## src/rtl/cep_axil2wb_bridge.sv

```systemverilog
// AXI4-lite slave to classic Wishbone master bridge with per-channel holding
// registers, read/write fairness, bus-hang timeout and a synchronised WB reset.
module cep_axil2wb_bridge #(
  parameter int C_AXI_DATA_WIDTH = 32,
  parameter int C_AXI_ADDR_WIDTH = 32,
  parameter int C_WB_TIMEOUT     = 255
) (
  input  logic                               clk_i,
  input  logic                               rst_ni,
  input  logic [C_AXI_ADDR_WIDTH-1:0]        i_axi_awaddr,
  input  logic [2:0]                         i_axi_awprot,
  input  logic                               i_axi_awvalid,
  output logic                               o_axi_awready,
  input  logic [C_AXI_DATA_WIDTH-1:0]        i_axi_wdata,
  input  logic [C_AXI_DATA_WIDTH/8-1:0]      i_axi_wstrb,
  input  logic                               i_axi_wvalid,
  output logic                               o_axi_wready,
  output logic [1:0]                         o_axi_bresp,
  output logic                               o_axi_bvalid,
  input  logic                               i_axi_bready,
  input  logic [C_AXI_ADDR_WIDTH-1:0]        i_axi_araddr,
  input  logic [2:0]                         i_axi_arprot,
  input  logic                               i_axi_arvalid,
  output logic                               o_axi_arready,
  output logic [C_AXI_DATA_WIDTH-1:0]        o_axi_rdata,
  output logic [1:0]                         o_axi_rresp,
  output logic                               o_axi_rvalid,
  input  logic                               i_axi_rready,
  output logic                               o_wb_rst,
  output logic                               o_wb_cyc,
  output logic                               o_wb_stb,
  output logic                               o_wb_we,
  output logic [C_AXI_ADDR_WIDTH-$clog2(C_AXI_DATA_WIDTH/8)-1:0] o_wb_adr,
  output logic [C_AXI_DATA_WIDTH-1:0]        o_wb_dat,
  output logic [C_AXI_DATA_WIDTH/8-1:0]      o_wb_sel,
  input  logic [C_AXI_DATA_WIDTH-1:0]        i_wb_dat,
  input  logic                               i_wb_ack,
  input  logic                               i_wb_err,
  output logic                               o_timeout
);
  localparam int DW = C_AXI_DATA_WIDTH;
  localparam int SW = DW / 8;
  localparam int SL = $clog2(SW);
  localparam int WA = C_AXI_ADDR_WIDTH - SL;
  localparam logic [15:0] TMO = 16'(C_WB_TIMEOUT);
  localparam logic [1:0] RESP_OKAY   = 2'b00;
  localparam logic [1:0] RESP_SLVERR = 2'b10;
  localparam logic OP_READ  = 1'b0;
  localparam logic OP_WRITE = 1'b1;

  typedef enum logic [2:0] {S_IDLE, S_WB_WR, S_WB_RD, S_RESP_B, S_RESP_R} state_e;
  state_e state_q, state_d;

  logic [1:0]    rst_sync_q;
  logic          aw_full_q, w_full_q, ar_full_q;
  logic [WA-1:0] awaddr_q, araddr_q;
  logic [DW-1:0] wdata_q;
  logic [SW-1:0] wstrb_q;
  logic          last_op_q;
  logic [15:0]   cnt_q;
  logic [1:0]    resp_q;
  logic [DW-1:0] rdata_q;
  logic [WA-1:0] wb_adr_q;
  logic [DW-1:0] wb_dat_q;
  logic [SW-1:0] wb_sel_q;
  logic          timeout_q;

  logic aw_hs, w_hs, ar_hs, wr_rdy, tmo_hit;
  logic issue_wr, issue_rd, term, term_err, term_tmo;

  // Prot and sub-word address bits carry no meaning for a word-addressed core.
  logic unused_bits;
  assign unused_bits = ^{i_axi_awprot, i_axi_arprot, i_axi_awaddr[SL-1:0], i_axi_araddr[SL-1:0]};

  // Reset asserts asynchronously and releases after two clean edges.
  always_ff @(posedge clk_i or negedge rst_ni) begin
    if (!rst_ni) rst_sync_q <= 2'b00;
    else         rst_sync_q <= {rst_sync_q[0], 1'b1};
  end
  assign o_wb_rst = ~rst_sync_q[1];

  assign o_axi_awready = ~aw_full_q & ~o_wb_rst;
  assign o_axi_wready  = ~w_full_q  & ~o_wb_rst;
  assign o_axi_arready = ~ar_full_q & ~o_wb_rst;
  assign aw_hs  = i_axi_awvalid & o_axi_awready;
  assign w_hs   = i_axi_wvalid  & o_axi_wready;
  assign ar_hs  = i_axi_arvalid & o_axi_arready;
  assign wr_rdy = aw_full_q & w_full_q;
  assign tmo_hit = (TMO != 16'd0) && (cnt_q == TMO);

  always_ff @(posedge clk_i or negedge rst_ni) begin
    if (!rst_ni) state_q <= S_IDLE;
    else         state_q <= state_d;
  end

  always_comb begin
    state_d  = state_q;
    issue_wr = 1'b0;
    issue_rd = 1'b0;
    term     = 1'b0;
    term_err = 1'b0;
    term_tmo = 1'b0;
    case (state_q)
      S_IDLE: begin
        // On a tie the channel that did not go last wins.
        if (wr_rdy && (!ar_full_q || last_op_q == OP_READ)) begin
          issue_wr = 1'b1;
          state_d  = (wstrb_q == '0) ? S_RESP_B : S_WB_WR;
        end else if (ar_full_q) begin
          issue_rd = 1'b1;
          state_d  = S_WB_RD;
        end
      end
      S_WB_WR, S_WB_RD: begin
        if (i_wb_err) begin
          term     = 1'b1;
          term_err = 1'b1;
        end else if (i_wb_ack) begin
          term = 1'b1;
        end else if (tmo_hit) begin
          term     = 1'b1;
          term_tmo = 1'b1;
        end
        if (term) state_d = (state_q == S_WB_WR) ? S_RESP_B : S_RESP_R;
      end
      S_RESP_B: if (i_axi_bready) state_d = S_IDLE;
      S_RESP_R: if (i_axi_rready) state_d = S_IDLE;
      default:  state_d = S_IDLE;
    endcase
  end

  always_comb begin
    o_wb_cyc     = 1'b0;
    o_wb_stb     = 1'b0;
    o_wb_we      = 1'b0;
    o_axi_bvalid = 1'b0;
    o_axi_rvalid = 1'b0;
    case (state_q)
      S_WB_WR: begin
        o_wb_cyc = 1'b1;
        o_wb_stb = 1'b1;
        o_wb_we  = 1'b1;
      end
      S_WB_RD: begin
        o_wb_cyc = 1'b1;
        o_wb_stb = 1'b1;
      end
      S_RESP_B: o_axi_bvalid = 1'b1;
      S_RESP_R: o_axi_rvalid = 1'b1;
      default: ;
    endcase
  end

  always_ff @(posedge clk_i or negedge rst_ni) begin
    if (!rst_ni) begin
      aw_full_q <= 1'b0;
      w_full_q  <= 1'b0;
      ar_full_q <= 1'b0;
      awaddr_q  <= '0;
      araddr_q  <= '0;
      wdata_q   <= '0;
      wstrb_q   <= '0;
      last_op_q <= OP_READ;
      cnt_q     <= '0;
      resp_q    <= RESP_OKAY;
      rdata_q   <= '0;
      wb_adr_q  <= '0;
      wb_dat_q  <= '0;
      wb_sel_q  <= '0;
      timeout_q <= 1'b0;
    end else begin
      // Flags drop at issue so the channels can refill while the cycle runs.
      if (issue_wr) aw_full_q <= 1'b0;
      else if (aw_hs) begin
        aw_full_q <= 1'b1;
        awaddr_q  <= i_axi_awaddr[C_AXI_ADDR_WIDTH-1:SL];
      end
      if (issue_wr) w_full_q <= 1'b0;
      else if (w_hs) begin
        w_full_q <= 1'b1;
        wdata_q  <= i_axi_wdata;
        wstrb_q  <= i_axi_wstrb;
      end
      if (issue_rd) ar_full_q <= 1'b0;
      else if (ar_hs) begin
        ar_full_q <= 1'b1;
        araddr_q  <= i_axi_araddr[C_AXI_ADDR_WIDTH-1:SL];
      end

      timeout_q <= term_tmo;
      if (issue_wr || issue_rd) cnt_q <= '0;
      else if (o_wb_cyc)        cnt_q <= cnt_q + 16'd1;

      if (issue_wr) begin
        last_op_q <= OP_WRITE;
        wb_adr_q  <= awaddr_q;
        wb_dat_q  <= wdata_q;
        wb_sel_q  <= wstrb_q;
        resp_q    <= RESP_OKAY;
      end
      if (issue_rd) begin
        last_op_q <= OP_READ;
        wb_adr_q  <= araddr_q;
        wb_sel_q  <= '1;
      end
      if (term) begin
        resp_q <= (term_err || term_tmo) ? RESP_SLVERR : RESP_OKAY;
        if (state_q == S_WB_RD) rdata_q <= (term_err || term_tmo) ? '0 : i_wb_dat;
      end
    end
  end

  assign o_axi_bresp = resp_q;
  assign o_axi_rresp = resp_q;
  assign o_axi_rdata = rdata_q;
  assign o_wb_adr    = wb_adr_q;
  assign o_wb_dat    = wb_dat_q;
  assign o_wb_sel    = wb_sel_q;
  assign o_timeout   = timeout_q;
endmodule

```

## config.mk

```make
export PLATFORM = sky130hd
export DESIGN_NAME = cep_axil2wb_bridge
export DESIGN_NICKNAME = d
export VERILOG_FILES = /design/src/rtl/cep_axil2wb_bridge.sv
export SDC_FILE = /design/constraint.sdc
export NUM_CORES = 1
export LEC_CHECK = 0
export ABC_AREA = 1
export BUFFER_PORTS_ARGS = -buffer_cell sky130_fd_sc_hd__buf_2
export CORE_MARGIN = 1
export CORE_UTILIZATION = 47
export DETAILED_ROUTE_END_ITERATION = 16
export HOLD_SLACK_MARGIN = 0.02
export PLACE_DENSITY = 0.75
export RECOVER_POWER = 25
export SYNTH_ARGS = -nofsm -noshare
export SYNTH_HDL_FRONTEND = slang
export SYNTH_SLANG_ARGS = --single-unit
```

## constraint.sdc

```tcl
create_clock -name clk_i -period 1.4 [get_ports clk_i]
set_input_delay 0.14 -clock clk_i [delete_from_list [all_inputs] [get_ports clk_i]]
set_output_delay 0.14 -clock clk_i [all_outputs]
set_load 0.05 [all_outputs]
```

==> results.tsv, run 1 <==
stage	metric	value	unit
drt	wl	48000	um
cells_and_area	finalNonFillerCells	1731	
outcome	status	complete, but fails checks	
setup_path	endpoint_kind	register	
setup_path	slowest_stage	o21ai_2	
floorplan	pin_count	259	
hold_path	hp-class	in -> reg	
grt	grt_pass1_wl	54100	um
cells_and_area	fin_nets	1596	
synthesis	synth_warnings	0	
grt	grt_util_all_layers	0.348	
timing	rsz0062_at_grt	true	
synthesis	ys_ff_latch	221	
timing	timing.final.crit_share	1.49	
clock_tree	clock-root-buffer	clkbuf_16	
floorplan	core_area	0.0190	mm2
clock_tree	cts_tree	built	
synthesis	yosys.cell_types.count	27	
drt	drc	0	
place	placedInstanceArea	0.0116	mm2
setup_path	cp-start-kind	register	
setup_path	max_stage_delay	0.41	ns
job	maxCapViolations	0	
synthesis	netlist_instances	928	
cells_and_area	final_common_cell	buf_2	
cells_and_area	area_growth	87.8	%
synthesis	synth-xor-area-share	0.000952	
timing	finalHoldViolCount	0	
synthesis	synth_top_family_by_area	simple AND/OR/NAND/NOR gates	
clock_tree	cts_buffer_depth	3	
synthesis	avgSynthCellArea	9.92	um2
cells_and_area	stdcell_area	0.0173	mm2
timing	fin_ws	-0.681	ns
timing	fmax	0.481	GHz
cells_and_area	nFillCells	654	
timing	min_period	2.08	ns
floorplan	die_w	142	um
synthesis	ys_seq_area_frac	0.601	
drt	first_iter_violations	823	
place	dp_cells	1463	
place	port_buffers	246	
floorplan	std_cell_rows	50	
clock_tree	clk_pin_slew	0.07	ns
timing	worst-slew-pin-transition	1.22	ns
drt	wl_per_cell	27.8	um
setup_path	critPathKind	reg -> reg	
grt	grt_antenna_before_repair	12	
clock_tree	clkLatencyLatePin	0.52	ns
grt	grt_start_max_net_pins	47	
place	globalplace.congestion	0.862	
outcome	violations	negative setup slack	
grt	grt_pass1_vias	10200	
floorplan	die-area	0.0201	mm2
synthesis	synth_mux_area_frac	0.0795	
power_and_ir_drop	powerDensity	2680	mW/mm2
synthesis	synthesis.area	0.00920	mm2
cells_and_area	layout_common_cells	237 x buf_2, 219 x dfrtp_1, 132 x dlygate4sd3_1	
cells_and_area	utilization	0.912	
setup_path	cp.arrival	2.45	ns
setup_path	crit_path_max_fanout	9	
synthesis	synth_compound_area_frac	0.106	
place	hpwl	16100	um
timing	drv_slew	0	
power_and_ir_drop	irDropWorstVdd	1.87	mV
timing	maxSlewHeadroom	0.188	
synthesis	synth-simple-area-share	0.150	
floorplan	die_h	142	um
drt	antenna_left	0	
clock_tree	htree_num_levels	1	
floorplan	start_util	0.485	
cells_and_area	drive_above_1_share	0.606	
timing	fin_skew	0.0158	ns
grt	gr-total-overflow	0	
power_and_ir_drop	power.leakage	8.28	nW
drt	dr.pass1.iters	9	
clock_tree	numCtsBuffers	24	
drt	routed_via_density	6.05	
setup_path	crit_path_cell_trace	inv_2 -> buf_4 -> nand3_2 -> nor2_2 -> nand2_2 -> nand2_4 -> nand2_8 -> clkbuf_16 -> o21ai_2	
synthesis	synthAdderAreaFrac	0.00136	
setup_path	cp.required	1.77	ns
timing	setup_tns	-54.88	ns
drt	dr_total_vias	10500	
clock_tree	clock-sinks	221	
timing	setup_violations	245	
==> layer usage <==
layer	part of all wire	wire length [um]	track usage	vias to the layer above
met5	0.0025	122	0	-
met4	0.088	4230	0.169	10
met3	0.12	5680	0.0710	374
met2	0.47	22800	0.619	890
met1	0.32	15200	0.400	5080
li1	-	-	-	4127
==> path summary, 6_finish.rpt <==
check | start | endpoint | slack (ns) | cells after the start
worst max register to register | cnt_q[11] | o_axi_rdata[1] | -0.68 | 9
worst min register to register | rst_sync_q[0] | rst_sync_q[1] | 0.36 | 0
min in group asynchronous | rst_ni | o_axi_rdata[28] | 0.43 | 2
worst min-delay path | i_axi_awvalid | aw_full_q | 0.13 | 4
max in group asynchronous | rst_ni | wdata_q[14] | 0 | 3
worst max-delay path | cnt_q[11] | o_axi_rdata[1] | -0.68 | 9
==> metrics by stage <==
step	total power, mW	hold WS [ns]	worst slack (ns)
finish	46.3	0.125	-0.681
floorplan	22.5	-0.156	-0.387
detailed placement	27.2	0.0741	-0.137
global route	47.5	0.133	-0.782
global placement	26.7	0.0744	-0.111
CTS	40.3	0.0860	-0.270
==> flip-flops by register name, indices dropped and copies added (netlist names), 16 cells and up <==
register / count
araddr_q: 30
awaddr_q: 30
cnt_q: 16
o_axi_rdata: 32
o_wb_adr: 30
o_wb_dat: 32
wdata_q: 32
==> layout make-up <==
class	count	area (um2)	share of cell area
sequential	221	5530	0.320
multi-input combinational	589	5160	0.299
timing repair buffer	541	5070	0.294
clock buffer	36	727	0.0421
inverter	71	335	0.0194
tap	260	325	0.0188
clock inverter	6	109	0.00630
antenna	7	17.5	0.00101
==> logic make-up after synthesis <==
group           after synthesis
mux                          65
buf+inv                     122
simple gates                337
flops                       221
fa+ha+maj                     1
other cells                   2
xor+xnor                      1
compound gates              179
==> timing repair <==
action,in CTS,in global routing
setup endpoints to repair,173,228
gates cloned,26,21
pin swaps,38,51
setup buffers,40,18
hold buffers,132,0
hold endpoints to repair,351,0
resized for setup,331,305
==> cells in the mapped netlist, drive strengths merged <==
master    n  share of area
dfrtp   221           0.60
nand2   175          0.073
o21ai   103          0.063
nor2     97          0.040
inv      71          0.029
a21oi    70          0.038
mux2     65          0.080
nand3    49          0.027
buf      36          0.025
clkbuf   15         0.0061
nand4     8         0.0054
nor3      8         0.0044
o22ai     3         0.0020
conb      2        0.00082
a22o      1        0.00095
a22oi     1        0.00082
a31oi     1        0.00068
ha        1         0.0014
xor2      1        0.00095
==> critical path, delay by kind of cell (launching register included) <==
family / cells / cell delay [ns]
simple gates: 5 / 0.63
buf+inv: 3 / 0.51
compound gates: 1 / 0.41
flops: 1 / 0.39
==> power breakdown <==
| part | leakage [nW] | switching (mW) | internal, mW |
|---|---|---|---|
| logic | 5.24 | 16.9 | 10.3 |
| registers | 2.63 | 2.72 | 9.43 |
| clock network | 0.412 | 2.73 | 4.13 |
Power figures use the tool's default switching activity.
==> inputs of run 2 (changes only) <==
--- a/config.mk
+++ b/config.mk
@@ -5,7 +5,6 @@
 export SDC_FILE = /design/constraint.sdc
 export NUM_CORES = 1
 export LEC_CHECK = 0
-export ABC_AREA = 1
 export BUFFER_PORTS_ARGS = -buffer_cell sky130_fd_sc_hd__buf_2
 export CORE_MARGIN = 1
 export CORE_UTILIZATION = 47
==> run 2 against run 1 <==
  * The run still ends with negative setup slack left
  * Synthesized area is 3.7% lower
  * Non-clock buffer count is 25 lower
  * Combinational power is 36% lower
  * Cell count is 20% lower
  * Hold slack better by 0.0088 ns
  * Sequential share of layout area is 6.1 points higher
  * Clock power is 11% lower
  * Critical path depth is 2 lower
==> results.tsv, run 2 <==
stage	metric	value	unit	change
outcome	status	complete, but fails checks		unchanged
outcome	violations	negative setup slack		unchanged
cells_and_area	multi_input_area	0.00349	mm2	was 0.00516 mm2
synthesis	synth-xor-area-share	0.00480		was 0.000952
synthesis	synth-simple-area-share	0.0616		was 0.150
clock_tree	numCtsBuffers	24		unchanged
setup_path	r2r_cells	7		was 9
timing	drv_slew	0		unchanged
floorplan	die_h	139	um	was 142 um
clock_tree	clk_pin_slew	0.06	ns	was 0.07 ns
setup_path	reg2reg_setup_slack	-0.42	ns	was -0.68 ns
place	place_ws	-0.473	ns	was -0.137 ns
timing	rsz0062_at_grt	true		unchanged
drt	wl_met3	1250	um	was 5680 um
place	dp_cells	1150		was 1,463
synthesis	yosys.cell_types.count	51		was 27
place	placedInstanceArea	0.0110	mm2	was 0.0116 mm2
synthesis	netlist_instances	643		was 928
cells_and_area	drive_above_1_share	0.524		was 0.606
drt	wl_met2	15000	um	was 22,800 um
floorplan	die_w	139	um	was 142 um
synthesis	ys_ff_latch	221		unchanged
synthesis	synthesis.area	0.00886	mm2	was 0.00920 mm2
clock_tree	cts_tree	built		unchanged
setup_path	critPathKind	reg -> reg		unchanged
place	hpwl	14200	um	was 16,100 um
timing	fin_ws	-0.421	ns	was -0.681 ns
timing	fin_skew	0.0149	ns	was 0.0158 ns
grt	grt_util_all_layers	0.299		was 0.348
clock_tree	clock-root-buffer	clkbuf_16		unchanged
floorplan	pin_count	259		unchanged
clock_tree	clock-sinks	221		unchanged
clock_tree	clkLatencyLatePin	0.52	ns	about the same
setup_path	crit_start	state_q[0]		was cnt_q[11]
cells_and_area	layout_common_cells	236 x buf_2, 215 x dfrtp_1, 133 x dlygate4sd3_1		was 237 x buf_2, 219 x dfrtp_1, 132 x dlygate4sd3_1
setup_path	cp.required	1.80	ns	was 1.77 ns
synthesis	synth_warnings	0		unchanged
synthesis	synth_edf_count	0		unchanged
hold_path	hp-class	in -> reg		unchanged
cells_and_area	area_growth	63.9	%	was 87.8%
drt	dr.pass1.iters	5		was 9
setup_path	crit_path_max_fanout	9		unchanged
cells_and_area	stdcell_area	0.0145	mm2	was 0.0173 mm2
grt	gr-total-overflow	0		unchanged
cells_and_area	nFillCells	940		was 654
synthesis	synth_compound_area_frac	0.0794		was 0.106
cells_and_area	regArea	0.00554	mm2	was 0.00553 mm2
setup_path	endpoint_kind	register		unchanged
cells_and_area	final_common_cell	buf_2		unchanged
synthesis	synth_top_area_frac	0.624		was 0.601
drt	met1Wirelength	10900	um	was 15,200 um
clock_tree	htree_num_levels	1		unchanged
synthesis	synth_top_family_by_area	multiplexers		was simple AND/OR/NAND/NOR gates
drt	drc	0		unchanged
drt	routed_via_density	5.39		was 6.05
grt	grt_start_max_net_pins	45		was 47
drt	antenna_left	0		unchanged
synthesis	synthAdderAreaFrac	0.00141		was 0.00136
floorplan	core_area	0.0182	mm2	was 0.0190 mm2
timing	setup_tns	-59.01	ns	was -54.88 ns
synthesis	synth_mux_area_frac	0.201		was 0.0795
drt	wl_per_cell	20.6	um	was 27.8 um
synthesis	post-synth-top-count-cell	dfrtp_1		unchanged
timing	finalHoldViolCount	0		unchanged
power_and_ir_drop	powerDensity	2370	mW/mm2	was 2680 mW/mm2
grt	grt_pass1_wl	44700	um	was 54,100 um
place	port_buffers	246		unchanged
timing	fmax	0.549	GHz	was 0.481 GHz
drt	first_iter_violations	379		was 823
drt	top_layer_used	met4		was met5
synthesis	avgSynthCellArea	13.8	um2	was 9.92 um2
synthesis	ys_seq_area_frac	0.624		was 0.601
setup_path	r2r-start	state_q[0]		was cnt_q[11]
timing	min_period	1.82	ns	was 2.08 ns
timing	setup_violations	227		was 245
grt	grt_pass1_vias	8163		was 10,200
place	globalplace.congestion	0.814		was 0.862
hold_path	hp-start	i_wb_err		was i_axi_awvalid
synthesis	yosysTopAreaCell	dfrtp_1		unchanged
drt	wl	28700	um	was 48,000 um
synthesis	ys_top_cells_by_area	dfrtp_1 62%, mux2_2 16%, mux2i_1 3.7%		was dfrtp_1 60%, mux2_2 8.0%, nand2_1 6.9%
grt	grt_antenna_before_repair	2		was 12
synthesis	synth_flop_cell	dfrtp_1		unchanged
drt	dr_total_vias	7500		was 10,500
timing	maxSlewHeadroom	0.198		was 0.188
setup_path	r2r-end	o_wb_dat[29]		was o_axi_rdata[1]
floorplan	start_util	0.487		was 0.485
floorplan	std_cell_rows	49		was 50
setup_path	crit_path_end	o_wb_dat[29]		was o_axi_rdata[1]
power_and_ir_drop	irDropWorstVdd	1.60	mV	was 1.87 mV
clock_tree	cts_buffer_depth	3		unchanged
cells_and_area	fin_nets	1295		was 1,596
floorplan	die-area	0.0194	mm2	was 0.0201 mm2
power_and_ir_drop	power	34.4	mW	was 46.3 mW
timing	timing.final.crit_share	1.30		was 1.49
setup_path	cp.arrival	2.22	ns	was 2.45 ns
setup_path	cp-start-kind	register		unchanged
power_and_ir_drop	power.leakage	7.10	nW	was 8.28 nW
synthesis	synthArstFlopShare	1.00		unchanged
job	maxCapViolations	0		unchanged
cells_and_area	finalNonFillerCells	1392		was 1,731
synthesis	synth_commonest_cells	221 x dfrtp_1, 129 x mux2_2, 50 x nand2_1		was 221 x dfrtp_1, 169 x nand2_1, 96 x nor2_1
timing	worst-slew-pin-transition	1.20	ns	was 1.22 ns
[run 2: layout make-up]
class                           instances  share of cell area
Sequential cell                       221               0.381
Clock buffer                           35              0.0470
Multi-Input combinational cell        375               0.240
Inverter                                9             0.00302
Antenna cell                            2            0.000345
Timing Repair Buffer                  516               0.304
Clock inverter                          5             0.00448
Tap cell                              229              0.0197
[run 2: repair_timing]
| action | 4_1_cts | 5_1_grt |
|---|---|---|
| pin swaps | 30 | 26 |
| endpoints found under the setup margin | 209 | 227 |
| hold buffers | 133 | 0 |
| setup buffers | 39 | 18 |
| cloned | 18 | 2 |
| gates resized for setup | 111 | 46 |
| endpoints found under the hold margin | 352 | 0 |
[run 2: logic make-up after synthesis]
group | Yosys count
AO/OA/AOI/OAI | 99
XOR/XNOR | 4
adder cells (fa/ha/maj) | 1
buffers and inverters | 48
flip-flops | 221
multiplexers | 162
other | 2
AND/OR/NAND/NOR | 106
[run 2: how the worst min path moves through the flow]
stage                    to  slack [ns]  depth (start not counted)
2_1_floorplan     ar_full_q       -0.16                          0
3_3_place_gp   o_wb_dat[30]        0.06                          1
3_5_place_dp   o_wb_dat[30]        0.06                          1
4_1_cts           o_timeout        0.08                          5
5_1_grt           o_timeout        0.14                          5
6_report          o_timeout        0.13                          5
[run 2: per-stage QoR]
| stage | hold WS [ns] | util |
|---|---|---|
| finish | 0.134 | 0.797 |
| global route | 0.145 | 0.797 |
| CTS | 0.0836 | 0.786 |
| detailed placement | 0.0600 | 0.604 |
| global placement | 0.0607 | 0.604 |
| floorplan | -0.156 | - |
[run 2: critical path, stage by stage (launching register included)]
cell and delay [ns]:
dfrtp_2 0.43, buf_6 0.14, nor3_4 0.25, nand4_1 0.14, buf_6 0.20, buf_12 0.14, buf_16 0.12, mux2_2 0.27
[run 2: metal layers]
| metal | up-vias | global-route usage |
|---|---|---|
| li1 | 3337 | - |
| met1 | 3799 | 0.349 |
| met2 | 265 | 0.528 |
| met3 | 99 | 0.0526 |
| met4 | 0 | 0.151 |
| met5 | - | 0 |
[run 2: report_power, final]
group	leakage, nW	switching (mW)	total, mW	internal, mW
Clock	0.366	2.56	6.12	3.56
Combinational	4.02	9.94	17.4	7.41
Sequential	2.71	1.70	10.9	9.18
==> inputs of run 3 (changes only) <==
--- a/config.mk
+++ b/config.mk
@@ -6,8 +6,10 @@
 export NUM_CORES = 1
 export LEC_CHECK = 0
 export BUFFER_PORTS_ARGS = -buffer_cell sky130_fd_sc_hd__buf_2
+export CELL_PAD_IN_SITES_DETAIL_PLACEMENT = 0
+export CELL_PAD_IN_SITES_GLOBAL_PLACEMENT = 2
 export CORE_MARGIN = 1
-export CORE_UTILIZATION = 47
+export CORE_UTILIZATION = 31
 export DETAILED_ROUTE_END_ITERATION = 16
 export HOLD_SLACK_MARGIN = 0.02
 export PLACE_DENSITY = 0.75
==> run 3 against run 2 <==
  * The flow still finishes with violations (negative setup slack)
  * Die area up 51%
  * Critical path type is now reg -> out
  * Combinational power down 5%
  * Sequential share of layout area down 0.075 points
  * First-iteration DRC count down 27%
  * Sequential cell count unchanged
  * Utilization down 28 points
  * Hold slack worse by 0.043 ns
  * Clock skew up 0.0017 ns
  * Non-clock buffer count down 20
  * Routed wire length down 13%
  * Global-route usage down 13 points
==> results.tsv, run 3 (synthesized netlist as in run 2, its figures left out) <==
stage	metric	value	unit	change
cells_and_area	nFillCells	2464		was 940
power_and_ir_drop	clock_power_share	0.197		was 0.178
place	hpwl	15200	um	was 14,200 um
power_and_ir_drop	power.leakage	7.00	nW	was 7.10 nW
timing	fin_ws	-0.420	ns	was -0.421 ns
grt	gr-total-overflow	0		unchanged
power_and_ir_drop	powerDensity	2320	mW/mm2	was 2370 mW/mm2
cells_and_area	finalNonFillerCells	1527		was 1,392
cells_and_area	drive_above_1_share	0.517		was 0.524
drt	first_iter_violations	275		was 379
timing	drv_slew	0		unchanged
setup_path	slowest_stage	dfrtp_2		unchanged
floorplan	die_w	171	um	was 139 um
clock_tree	cts_tree	built		unchanged
power_and_ir_drop	sw_frac_of_total	0.402		was 0.414
setup_path	cp.required	1.26	ns	was 1.80 ns
clock_tree	clock-sinks	221		unchanged
timing	fmax	0.549	GHz	about the same
power_and_ir_drop	pwr-share-comb	0.489		was 0.505
grt	grt_util_all_layers	0.168		was 0.299
timing	rsz0062_at_grt	true		unchanged
cells_and_area	final_common_cell	buf_2		unchanged
setup_path	cp.arrival	1.68	ns	was 2.22 ns
timing	finalHoldViolCount	0		unchanged
setup_path	endpoint_kind	primary output		was register
cells_and_area	layout_common_cells	236 x buf_2, 218 x dfrtp_1, 132 x dlygate4sd3_1		was 236 x buf_2, 215 x dfrtp_1, 133 x dlygate4sd3_1
timing	min_period	1.82	ns	about the same
drt	dr.pass1.iters	4		was 5
clock_tree	htree_num_levels	1		unchanged
floorplan	core_area	0.0279	mm2	was 0.0182 mm2
drt	antenna_left	0		unchanged
outcome	status	complete, but fails checks		unchanged
timing	setup_tns	-42.31	ns	was -59.01 ns
setup_path	cp-start-kind	register		unchanged
place	dp_cells	1300		was 1,150
job	maxCapViolations	0		unchanged
timing	worst-slew-pin-transition	1.08	ns	was 1.20 ns
clock_tree	clock-root-buffer	clkbuf_16		unchanged
timing	timing.final.crit_share	1.30		about the same
cells_and_area	area_growth	64.1	%	was 63.9%
clock_tree	cts_buffer_depth	3		unchanged
drt	wl	24900	um	was 28,700 um
outcome	violations	negative setup slack		unchanged
power_and_ir_drop	p_seq_frac	0.314		was 0.317
place	port_buffers	246		unchanged
timing	timing.hold.ws	0.0911	ns	was 0.134 ns
grt	grt_antenna_before_repair	0		was 2
timing	maxSlewHeadroom	0.278		was 0.198
drt	wl_per_cell	16.3	um	was 20.6 um
power_and_ir_drop	irDropWorstVdd	1.18	mV	was 1.60 mV
place	globalplace.congestion	0.773		was 0.814
setup_path	crit_path_max_fanout	3		was 9
place	placedInstanceArea	0.0112	mm2	was 0.0110 mm2
floorplan	die-area	0.0293	mm2	was 0.0194 mm2
grt	grt_pass1_vias	7108		was 8,163
clock_tree	clk_pin_slew	0.06	ns	about the same
cells_and_area	fin_nets	1278		was 1,295
power_and_ir_drop	intPower	20.2	mW	was 20.1 mW
floorplan	start_util	0.317		was 0.487
setup_path	crit_path_cell_trace	buf_6 -> xor2_2 -> nand2_2 -> clkinvlp_4 -> buf_8		was buf_6 -> nor3_4 -> nand4_1 -> buf_6 -> buf_12 -> buf_16 -> mux2_2
floorplan	die_h	171	um	was 139 um
grt	grt_start_max_net_pins	56		was 45
drt	routed_via_density	4.54		was 5.39
floorplan	std_cell_rows	61		was 49
setup_path	path_buf_inv	3		was 4
timing	fin_skew	0.0166	ns	was 0.0149 ns
clock_tree	clkLatencyLatePin	0.55	ns	was 0.52 ns
setup_path	critPathTopFamily	buffers and inverters		unchanged
power_and_ir_drop	power.net_switching	13.6	mW	was 14.2 mW
drt	drc	0		unchanged
setup_path	max_stage_delay	0.41	ns	was 0.43 ns
drt	dr_total_vias	6936		was 7,500
setup_path	critPathKind	reg -> out		was reg -> reg
clock_tree	numCtsBuffers	27		was 24
floorplan	pin_count	259		unchanged
grt	grt_pass1_wl	38600	um	was 44,700 um
cells_and_area	stdcell_area	0.0145	mm2	about the same
hold_path	hp-class	in -> reg		unchanged
timing	setup_violations	227		unchanged
==> run 3: changes by cell type in the layout (fill, tap and decap cells not counted), sizes merged <==
| cell | before | now |
|---|---|---|
| diode | 2 | 1 |
| clkinv | 3 | 5 |
| clkbuf | 38 | 44 |
| bufbuf | 1 | 0 |
| inv | 8 | 9 |
| buf | 379 | 359 |
| dlygate4sd3 | 133 | 132 |
==> run 3: worst reg2reg max path, stage by stage (launching register included) <==
cell and delay, ns:
dfrtp_1 0.39, ha_4 0.16, and4_1 0.22, nand4_1 0.13, a211o_1 0.32, buf_12 0.18
a22o_1 0.22
==> run 3: repair_timing <==
action	4_1_cts	5_1_grt
setup endpoints to repair	226	227
setup buffers	24	14
cloned	14	4
hold endpoints to repair	351	0
hold buffers	132	0
pin swaps	18	30
resized for setup	98	58
==> run 3: through the flow <==
stage               total power [mW]  worst slack (ns)  utilization
floorplan                       20.7            -0.428            -
global placement                24.0            -0.451        0.401
detailed placement              24.2            -0.453        0.401
CTS                             33.1            -0.432        0.510
global route                    35.6            -0.472        0.520
finish                          33.7            -0.420        0.520
==> run 3: routing by layer <==
layer  track usage  part of all wire
met5             0                 0
met4        0.0509             0.024
met3        0.0370             0.050
met2         0.278              0.48
met1         0.219              0.44
==> run 3: final timing paths <==
path	slack (ns)	cells past startpoint	start	to
setup / recovery	-0.42	5	state_q[0]	o_wb_cyc
hold / removal	0.09	4	i_axi_awvalid	aw_full_q
setup reg to reg	-0.34	6	cnt_q[0]	o_axi_rdata[10]
hold reg to reg	0.35	0	rst_sync_q[0]	rst_sync_q[1]
max in group asynchronous	0.18	3	rst_ni	o_wb_adr[3]
min in group asynchronous	0.33	2	rst_ni	wdata_q[19]
==> run 3: power groups by stage <==
stage	sequential [mW]	clock [mW]	combinational, mW
after floorplan	14.5	0	6.20
after global placement	10.6	0	13.3
after detailed placement	10.7	0	13.5
after CTS	10.5	6.87	15.7
after global routing	11.0	7.10	17.6
final	10.6	6.65	16.5
==> run 3: layout make-up <==
class                      count  area, um2  area share
sequential                   221       5530       0.381
timing repair buffer         496       4130       0.284
multi-input combinational    375       3520       0.242
clock buffer                  39        761      0.0523
tap                          378        473      0.0325
clock inverter                 8       83.8     0.00577
inverter                       9       41.3     0.00284
antenna                        1       2.50    0.000172
